`src/rtl/riscv_dp_pkg.sv`:
```
// Shared widths and constants for the RISC-V datapath operand-read slice.
package riscv_dp_pkg;

  localparam int DATA_WIDTH = 32;
  localparam int ADDR_WIDTH = 5;
  localparam int CTRL_WIDTH = 16;

  // x0 is hard-wired to zero; it is never bypassed or refreshed.
  localparam int unsigned ZERO_REG = 0;

endpackage

```
`src/rtl/riscv_dp_opsel.sv`:
```
// Operand select for one source: x0 -> 0, else same-cycle writeback, else register file.
module riscv_dp_opsel
  import riscv_dp_pkg::*;
#(
  parameter int DW = DATA_WIDTH,
  parameter int AW = ADDR_WIDTH
) (
  input  logic [AW-1:0] idx,
  input  logic [DW-1:0] rf_data,
  input  logic          wb_en,
  input  logic [AW-1:0] wb_addr,
  input  logic [DW-1:0] wb_data,
  output logic [DW-1:0] data
);

  // NOTE: a full if/else chain that assigns data on every path keeps this purely combinational (no latch).
  always_comb begin
    if (idx == AW'(ZERO_REG)) begin
      data = '0;
    end else if (wb_en && (wb_addr == idx)) begin
      data = wb_data;
    end else begin
      data = rf_data;
    end
  end

endmodule

```
`src/rtl/riscv_dp_opread.sv`:
```
// Operand-read stage: register-file read, WB bypass, load-use hazard and a valid/ready output register.
module riscv_dp_opread
  import riscv_dp_pkg::*;
#(
  parameter int MP_DATA_WIDTH = DATA_WIDTH,
  parameter int MP_ADDR_WIDTH = ADDR_WIDTH,
  parameter int MP_CTRL_WIDTH = CTRL_WIDTH
) (
  input  logic                     iclk,
  input  logic                     irst,
  input  logic                     ivalid,
  output logic                     oready,
  input  logic [MP_ADDR_WIDTH-1:0] irs1,
  input  logic [MP_ADDR_WIDTH-1:0] irs2,
  input  logic [MP_ADDR_WIDTH-1:0] ird,
  input  logic                     iuse_rs1,
  input  logic                     iuse_rs2,
  input  logic [MP_DATA_WIDTH-1:0] iimm,
  input  logic [MP_DATA_WIDTH-1:0] ipc,
  input  logic [MP_CTRL_WIDTH-1:0] ictrl,
  output logic [MP_ADDR_WIDTH-1:0] oaddr1,
  output logic [MP_ADDR_WIDTH-1:0] oaddr2,
  input  logic [MP_DATA_WIDTH-1:0] irf_data1,
  input  logic [MP_DATA_WIDTH-1:0] irf_data2,
  input  logic                     iwb_en,
  input  logic [MP_ADDR_WIDTH-1:0] iwb_addr,
  input  logic [MP_DATA_WIDTH-1:0] iwb_data,
  input  logic                     iex_ld,
  input  logic [MP_ADDR_WIDTH-1:0] iex_rd,
  input  logic                     iflush,
  output logic                     ovalid,
  input  logic                     iready,
  output logic [MP_ADDR_WIDTH-1:0] ors1,
  output logic [MP_ADDR_WIDTH-1:0] ors2,
  output logic [MP_ADDR_WIDTH-1:0] ord,
  output logic [MP_DATA_WIDTH-1:0] ors1_data,
  output logic [MP_DATA_WIDTH-1:0] ors2_data,
  output logic [MP_DATA_WIDTH-1:0] oimm,
  output logic [MP_DATA_WIDTH-1:0] opc,
  output logic [MP_CTRL_WIDTH-1:0] octrl
);

  localparam logic [MP_ADDR_WIDTH-1:0] XZERO = MP_ADDR_WIDTH'(ZERO_REG);

  logic                     hazard;
  logic                     accept;
  logic                     pop;
  logic [MP_DATA_WIDTH-1:0] sel1;
  logic [MP_DATA_WIDTH-1:0] sel2;

  assign oaddr1 = irs1;
  assign oaddr2 = irs2;

  assign hazard = iex_ld && (iex_rd != XZERO) &&
                  ((iuse_rs1 && (irs1 == iex_rd)) || (iuse_rs2 && (irs2 == iex_rd)));
  assign oready = (!ovalid || iready) && !hazard;
  assign accept = ivalid && oready;
  assign pop    = ovalid && iready;

  riscv_dp_opsel #(.DW(MP_DATA_WIDTH), .AW(MP_ADDR_WIDTH)) u_sel1 (
    .idx     (irs1),
    .rf_data (irf_data1),
    .wb_en   (iwb_en),
    .wb_addr (iwb_addr),
    .wb_data (iwb_data),
    .data    (sel1)
  );

  riscv_dp_opsel #(.DW(MP_DATA_WIDTH), .AW(MP_ADDR_WIDTH)) u_sel2 (
    .idx     (irs2),
    .rf_data (irf_data2),
    .wb_en   (iwb_en),
    .wb_addr (iwb_addr),
    .wb_data (iwb_data),
    .data    (sel2)
  );

  // NOTE: the data fields are reset too, so EX never samples X from an empty stage.
  always_ff @(posedge iclk or posedge irst) begin
    if (irst) begin
      ovalid    <= 1'b0;
      ors1      <= '0;
      ors2      <= '0;
      ord       <= '0;
      ors1_data <= '0;
      ors2_data <= '0;
      oimm      <= '0;
      opc       <= '0;
      octrl     <= '0;
    end else if (iflush) begin
      ovalid <= 1'b0;
    end else if (accept) begin
      // NOTE: non-blocking assignments make every field update from the same pre-edge values.
      ovalid    <= 1'b1;
      ors1      <= irs1;
      ors2      <= irs2;
      ord       <= ird;
      ors1_data <= sel1;
      ors2_data <= sel2;
      oimm      <= iimm;
      opc       <= ipc;
      octrl     <= ictrl;
    end else if (pop) begin
      ovalid <= 1'b0;
    end else if (ovalid) begin
      // Held bundle: pick up writes that land while EX is stalled.
      if (iwb_en && (iwb_addr != XZERO) && (iwb_addr == ors1)) ors1_data <= iwb_data;
      if (iwb_en && (iwb_addr != XZERO) && (iwb_addr == ors2)) ors2_data <= iwb_data;
    end
  end

endmodule

```
`config.mk`:
```
export PLATFORM = sky130hd
export DESIGN_NAME = riscv_dp_opread
export DESIGN_NICKNAME = d
export VERILOG_FILES = /design/src/rtl/riscv_dp_pkg.sv /design/src/rtl/riscv_dp_opsel.sv /design/src/rtl/riscv_dp_opread.sv
export SDC_FILE = /design/constraint.sdc
export NUM_CORES = 1
export LEC_CHECK = 0
export CAP_MARGIN = 20
export CORE_MARGIN = 1
export CORE_UTILIZATION = 25
export DETAILED_ROUTE_END_ITERATION = 8
export GPL_ROUTABILITY_DRIVEN = 0
export GPL_TIMING_DRIVEN = 1
export PLACE_DENSITY = 0.54
export SLEW_MARGIN = 40
export SYNTH_ARGS = -nofsm -noshare
export SYNTH_HDL_FRONTEND = slang
export SYNTH_SLANG_ARGS = --single-unit
```
`constraint.sdc`:
```
create_clock -name iclk -period 11.7 [get_ports iclk]
set_clock_uncertainty 0.1 [all_clocks]
set_input_delay 2.34 -clock iclk [delete_from_list [all_inputs] [get_ports iclk]]
set_output_delay 2.34 -clock iclk [all_outputs]
set_load 0.02 [all_outputs]
```
* After elaboration in Yosys (flattened, before gate mapping)
Index checks and enable logic that the tools add are counted.
W data, S select, Z words.
** Word-level totals
- Flip-flop bits (word level) :: 160
- Latch bits :: 0
- Bits in writable memories :: 0
- ROM bits :: 0
- Input port bits :: 210
- Output and inout port bits :: 171
- Logic and storage cells :: 59
- Memories :: 0
** Operators by class
- $add $sub $neg :: 0
- Multipliers :: 0
- Div/mod/pow operators :: 0
- $lt $le $gt $ge :: 0
- Equal/unequal tests :: 7
- Shifts and indexed selects :: 0
- Muxes and demuxes :: 15
- Bitwise gates (word level) :: 1
- Reduce and logical (&&, ||, !) cells :: 27
** Operators with widths (number)
- $mux W32 :: 12
- $eq A5 B5 Y1 :: 6
- $logic_and A1 B1 Y1 :: 12
- $logic_not A5 Y1 :: 2
- $reduce_bool A5 Y1 :: 2
- $reduce_and A4 Y1 :: 2
- $reduce_bool A2 Y1 :: 3
- $mux W1 :: 3
- $reduce_bool A3 Y1 :: 1
- $logic_not A1 Y1 :: 2
- $logic_or A1 B1 Y1 :: 2
- $ne A2 B2 Y1 const B :: 1
- $reduce_and A2 Y1 :: 1
- $not A1 Y1 :: 1

* Logic depth before layout (Yosys ltp)
Gate-level depths: netlist of run 1.
- Depth in word-level cells :: 9
- Gate-level depth with buffers :: 9
- Mapped depth without buffers :: 6

* By module
Synthesis of run 1 repeated with hierarchy kept, for this count alone.
** Second synthesis, totals
- Cell total of the unflattened synthesis :: 888
- Area total of the unflattened synthesis :: 8931.1 sq um
** By module, submodules not included
- riscv_dp_opread :: instances 1, cells each 642, area each 7639.8 sq um, seq. area each 4003.8 sq um
- riscv_dp_opsel :: instances 2, cells each 123, area each 645.6 sq um, seq. area each 0.0 sq um

* Least setup slack after synthesis of run 1
Ideal clock, no wire load.
- Path kind :: input-to-output
- From :: input port iex_rd[4]
- To :: output port oready
- Arrival time :: 3.356 ns
- Setup slack :: 5.904 ns
- Stages :: 3
- Buffers on the path :: 0
- Path through :: or4_1 o21ai_2 o21a_1
** Between the ends
- Cells in the longest elaborated chain, start to end :: 6
** RTL lines
- start: declaration :: line riscv_dp_opread.sv:29 : input logic [MP_ADDR_WIDTH-1:0] iex_rd,
- $eq A5 B5 Y1 :: line riscv_dp_opread.sv:55 : ((iuse_rs1 && (irs1 == iex_rd)) || (iuse_rs2 && (irs2 == iex_rd)));
- $logic_and A1 B1 Y1 :: line riscv_dp_opread.sv:55
- $logic_or A1 B1 Y1 :: line riscv_dp_opread.sv:55
- $logic_and A1 B1 Y1 (*) :: line riscv_dp_opread.sv:54 : assign hazard = iex_ld && (iex_rd != XZERO) &&
- $logic_not A1 Y1 (*) :: line riscv_dp_opread.sv:56 : assign oready = (!ovalid || iready) && !hazard;
- $logic_and A1 B1 Y1 (*) :: line riscv_dp_opread.sv:56
- end: declaration :: line riscv_dp_opread.sv:12 : output logic oready,
Mark *: on every way between the ends. The rest lies on a longest branch, timed or not.

* Worst setup path in the final report of run 1
- From :: input port irs1[0]
- To :: output port oready
** Between the ends
- Cells in the longest elaborated chain, start to end :: 6
** RTL lines
- start: declaration :: line riscv_dp_opread.sv:13 : input logic [MP_ADDR_WIDTH-1:0] irs1,
- $eq A5 B5 Y1 :: line riscv_dp_opread.sv:55
- $logic_and A1 B1 Y1 :: line riscv_dp_opread.sv:55
- $logic_or A1 B1 Y1 :: line riscv_dp_opread.sv:55
- $logic_and A1 B1 Y1 :: line riscv_dp_opread.sv:54
- $logic_not A1 Y1 :: line riscv_dp_opread.sv:56
- $logic_and A1 B1 Y1 :: line riscv_dp_opread.sv:56
No other way between the ends.

==> impl_metrics.ini, run 1 <==
[critical_path]
crit_buf_inv = 2
critPathMaxFanout = 5
crit_arrival_ns = 4.63
critPathMostFrequentCell = clkdlybuf4s50_1
crit_path_top_delay_cell = clkdlybuf4s50_1
slowest_delay_ns = 0.65
cp.required_ns = 9.26
critPathCaptureType = output pin
startpoint_type = input pin
cp_cell_sequence = clkdlybuf4s50_1, xor2_1, nor4_1, a32oi_1, o21a_1, clkdlybuf4s50_1
critical-path-top-delay-family = buffers and inverters
setup.worst_path.class = in2out

[die]
num_io_pins = 381
fp.dieH_um = 179
die_w_um = 179
fp.dieArea_um2 = 31900
core-area_um2 = 30700
rows = 64
start_util = 0.254

[sta]
fin_crit_sh = 0.605
finalSetupTns_ns = 0
finalSetupViolCount = 0
relSlewSlack = 0.527
holdWs_ns = 0.384
period_minus_slack_ns = 7.07
hold_viol_final = 0
final_max_slew_viol_count = 0
worstMarginPinSlew_ns = 0.709
timing.fmax_mhz = 141
rsz0062_at_grt = false

[synth]
synth.avg_cell_area_um2 = 13.9
syn_area_um2 = 7800
synth-edff-count = 0
syn_inst = 563
synth_top_area_cell = dfrtp_1
synth_cell_type_count = 30
synth_warnings = 0
ys_top_cells_by_area = dfrtp_1 51%, mux2_2 15%, mux2i_1 8.2%, mux2_1 7.5%, o2bb2ai_1 7.2%
ys_ff_latch = 160
ys_async_sr_fraction = 1.00
synth_seq_area_share = 0.513
synth_nets = 773
ys.flop_type = dfrtp_1
synth_top_cell_area_share = 0.513
yosysMostFrequentCell = dfrtp_1
ys_top_cells_by_count = 160 x dfrtp_1, 107 x mux2_2, 64 x mux2i_1, 64 x o2bb2ai_1, 52 x mux2_1

[grt]
grt.total_usage = 0.161
use_met1 = 0.198
antenna_found_initial = 0
grt_pass1_wl_um = 38000
grt_use_met3 = 0.0691
grt-ovfl-total = 0
grt_use_met2 = 0.257
busiest_layer = met2
grt_pass1_vias = 6190
grt_max_degree = 107

[pwr]
ir_drop_mv = 0.0721
power.total_uw = 1960
p_leak_uw = 0.00475
p_per_area_nw_per_um2 = 157

[clocking]
cts_tree = yes
post-cts-setup-buffer-count = 0
htreeDepth = 4
ctsResizeCount = 0
cts_made_buffers = 17
path_clk_slew_ns = 0.06
clk_latency_ns = 0.43
clk_path_buf_depth = 2
root_buffer = clkbuf_16
clock-sinks = 160
hold_buffers = 0

[place]
io_buffer_count = 380
dp_hpwl_um = 18500
dpl_cell_area_um2 = 11900

[drt]
firstDrtPassIters = 6
drc_errors = 0
drt_wl_total_um = 26300
drt_iter0_markers = 212
avgRoutedWirePerCell_um = 19.7
vias = 5928
drtAntennaViolNets = 0
via_per_inst = 4.45

[flow_run]
max_cap_violations = 0

[outcome]
outcome = complete, no violations

[final_layout]
design_area_um2 = 12500
multi_input_area_um2 = 3500
finalNetCount = 1131
seq_area_um2 = 4000
drive_above_1_share = 0.170
final_util = 0.408
area_delta_synth_final_pct = 60.4
fill_cells = 2947

[worst_hold_path]
hold_class = reg2reg
power by group:
group	total [µW]	switching [µW]	internal, µW
registers	724	60.8	663
logic	674	315	359
clock network	565	261	303
total	1960	637	1330
final cells by class:
cell class                 instances  share of cell area
antenna                            1            0.000200
clock buffer                      19              0.0354
clock inverter                    13              0.0104
inverter                           1             0.00130
multi-input combinational        350               0.280
sequential                       160               0.320
tap                              396              0.0396
timing repair buffer             391               0.314
flip-flops by register name (all words and copies together) (netlist names):
register and flops:
ord 5, ors2 5, ors1 5, opc 32, oimm 32, ors1_data 32
ors2_data 32, ovalid 1, octrl 16
cell usage in the layout (no fill, tap or decap), types with 2 or more instances in the layout:
master and instances:
mux2_1 52, buf_4 7, xor2_1 22, dfrtp_1 160
clkbuf_16 17, xnor2_1 8, a21oi_1 3, and3_2 2
mux2i_1 64, clkinvlp_4 6, nor3_1 4, o21ai_2 3
inv_6 4, nand3_1 2, nor2_1 2, buf_6 2
o2bb2ai_1 64, mux2_2 107, or4_1 2, nor4_1 4
o22ai_4 2, clkdlybuf4s50_1 380
per-stage QoR:
step                      cells  setup WS (ns)
after floorplan             563           4.94
after global placement     1296           4.64
after detailed placement   1296           4.60
after CTS                  1328           4.59
after global routing       1330           4.51
final                      1331           4.63
per-layer routing:
layer | vias up | routed length, µm
met1 | 2883 | 11300
met4 | 0 | 230
met5 | - | 0
li1 | 2785 | -
met3 | 14 | 2640
met2 | 246 | 12100
final timing paths:
kind                                 startpoint  slack (ns)                   end  depth (start not counted)
hold reg to reg            oimm[23]$_DFFE_PP0P_        0.38  oimm[23]$_DFFE_PP0P_                          1
setup reg to reg             ovalid$_DFFE_PP0P_        8.88   oimm[8]$_DFFE_PP0P_                          7
hold / removal             oimm[23]$_DFFE_PP0P_        0.38  oimm[23]$_DFFE_PP0P_                          1
min in group asynchronous                  irst        2.27    opc[8]$_DFFE_PP0P_                          2
max in group asynchronous                  irst        8.19   oimm[3]$_DFFE_PP0P_                          3
setup / recovery                        irs1[0]        4.63                oready                          6
worst register-to-register path, cell delays in order, from the launching register on:
cell and delay (ns):
dfrtp_1 0.38, nand2b_1 0.20, nand2_1 0.15, o21bai_4 0.19
buf_4 0.25, nor2_4 0.36, buf_6 0.58, mux2_1 0.49
logic make-up (layout without fill, tap and decap cells):
logic type                count (synthesis)  count (layout)  share of synthesized area
buffers and inverters                    53             424                     0.0418
muxes                                   223             223                      0.312
DFF                                     160             160                      0.513
and+or+nand+nor                          21              21                     0.0154
AOI/OAI and AO/OA                        76              76                     0.0845
other                                     0               1                          0
xor gates and xnor gates                 30              30                     0.0337
No activity file was read; power rests on OpenSTA's default activity.
==> run 2: changes to the inputs <==
PLACE_DENSITY = 0.56   (was 0.54)
clock period = 5.81 ns   (was 11.7 ns; I/O delays follow)
==> impl_metrics.ini, run 2 (same netlist as run 1, synthesis figures left out) <==
[pwr]
combPwrFrac = 0.341
clkPwrFrac = 0.290
p_switching_uw = 1240
power_switching_share = 0.314
ir_drop_mv = 0.144
p_leak_uw = 0.00476
p_per_area_nw_per_um2 = 316
power.internal_uw = 2720
power.total_uw = 3960
seq_power_share = 0.368

[final_layout]
area_delta_synth_final_pct = 60.4
final_util = 0.408
final_cell_mix = 380 x clkdlybuf4s50_1, 160 x dfrtp_1, 107 x mux2_2
finalNetCount = 1131
fill_cells = 2912
multi_input_area_um2 = 3510
diodes = 0
seq_area_um2 = 4000
drive_above_1_share = 0.169
layout_commonest_cell = clkdlybuf4s50_1

[drt]
via_per_inst = 4.47
firstDrtPassIters = 4
drc_errors = 0
vias = 5942
drt_wl_total_um = 25700
drt_iter0_markers = 184
drtAntennaViolNets = 0
avgRoutedWirePerCell_um = 19.4

[grt]
antenna_found_initial = 0
grt-ovfl-total = 0
grt_pass1_vias = 6251
grt_pass1_wl_um = 37700
grt.total_usage = 0.160
grt_max_degree = 91

[flow_run]
max_cap_violations = 0

[die]
die_w_um = 179
start_util = 0.254
core-area_um2 = 30700
fp.dieH_um = 179
num_io_pins = 381
rows = 64
fp.dieArea_um2 = 31900

[clocking]
cts_made_buffers = 17
ctsResizeCount = 0
hold_buffers = 0
clock-sinks = 160
path_clk_slew_ns = 0.06
clk_latency_ns = 0.42
post-cts-setup-buffer-count = 0
root_buffer = clkbuf_16
htreeDepth = 4
cts_tree = yes
clk_path_buf_depth = 2

[critical_path]
crit_arrival_ns = 3.42
cp.required_ns = 4.55
crit_path_top_delay_cell = clkdlybuf4s50_1
slowest_delay_ns = 0.65
cp_cell_sequence = clkdlybuf4s50_1, xor2_1, nor4_1, a32oi_1, o21a_1, clkdlybuf4s50_1
startpoint_type = input pin
critPathCaptureType = output pin
setup.worst_path.class = in2out
critPathMaxFanout = 5
critPathMostFrequentCell = clkdlybuf4s50_1

[place]
pre_cts_ws_ns = 1.14
dp_hpwl_um = 18900
io_buffer_count = 380

[sta]
finalSetupViolCount = 0
relSlewSlack = 0.485
timing.fmax_mhz = 214
period_minus_slack_ns = 4.68
finalSetupTns_ns = 0
fin_crit_sh = 0.805
hold_viol_final = 0
final.setup.worst_slack_ns = 1.13
rsz0062_at_grt = false
final_max_slew_viol_count = 0
worstMarginPinSlew_ns = 0.772

[worst_hold_path]
hold_class = reg2reg

[outcome]
outcome = complete, no violations
==> run 2: changes by cell type in the layout (fill, tap and decap cells not counted), sizes merged <==
| cell | change |
|---|---|
| bufinv | +1 |
| clkinvlp | -4 |
| clkbuf | +1 |
| inv | -2 |
| diode | -1 |
| clkinv | +3 |
==> run 2: worst paths after layout <==
kind / from / endpoint / slack (ns) / depth (start not counted)
min in group asynchronous: irst / opc[12]$_DFFE_PP0P_ / 1.09 / 2
max in group asynchronous: irst / oimm[15]$_DFFE_PP0P_ / 3.54 / 3
setup reg to reg: ovalid$_DFFE_PP0P_ / ors1_data[5]$_DFFE_PP0P_ / 3.11 / 7
hold reg to reg: oimm[3]$_DFFE_PP0P_ / oimm[3]$_DFFE_PP0P_ / 0.38 / 1
setup / recovery: irs1[2] / oready / 1.13 / 6
hold / removal: oimm[3]$_DFFE_PP0P_ / oimm[3]$_DFFE_PP0P_ / 0.38 / 1
==> run 2: layer usage <==
layer,up-vias,wire [µm],share of wire,global-route usage
li1,2791,-,-,-
met5,-,0,0,0
met4,0,230,0.0089,0.0438
met3,14,2570,0.10,0.0659
met2,238,12100,0.47,0.257
met1,2899,10900,0.42,0.196
==> run 2: area by class of cell <==
cell class,count,share of cell area
clock inverters,11,0.0106
inverters,1,0.000700
flip-flops and latches,160,0.320
repair buffers,391,0.313
well taps,396,0.0396
clock buffers,20,0.0365
multi-input cells,350,0.280
==> run 2: critical path, delay by kind of cell <==
kind / cells / cell delay [ns]
buffers and inverters: 2 / 1.30
AND/OR/NAND/NOR: 1 / 0.06
AO/OA/AOI/OAI: 2 / 0.72
XOR/XNOR: 1 / 0.17
==> run 2: per-stage QoR <==
| step | hold slack [ns] | instance area [µm²] | instances |
|---|---|---|---|
| global route | 0.405 | 12500 | 1329 |
| CTS | 0.387 | 12500 | 1329 |
| detailed placement | 0.374 | 11900 | 1298 |
| global placement | 0.366 | 11900 | 1298 |
| floorplan | 0.509 | 7800 | 563 |
| finish | 0.380 | 12500 | 1329 |
==> run 2: power groups by stage <==
stage | Clock (µW) | Sequential (µW) | Combinational, µW
2_1_floorplan | 0 | 1740 | 352
3_3_place_gp | 0 | 1470 | 1370
3_5_place_dp | 0 | 1480 | 1370
4_1_cts | 1190 | 1460 | 1370
5_1_grt | 1230 | 1490 | 1440
6_report | 1150 | 1460 | 1350
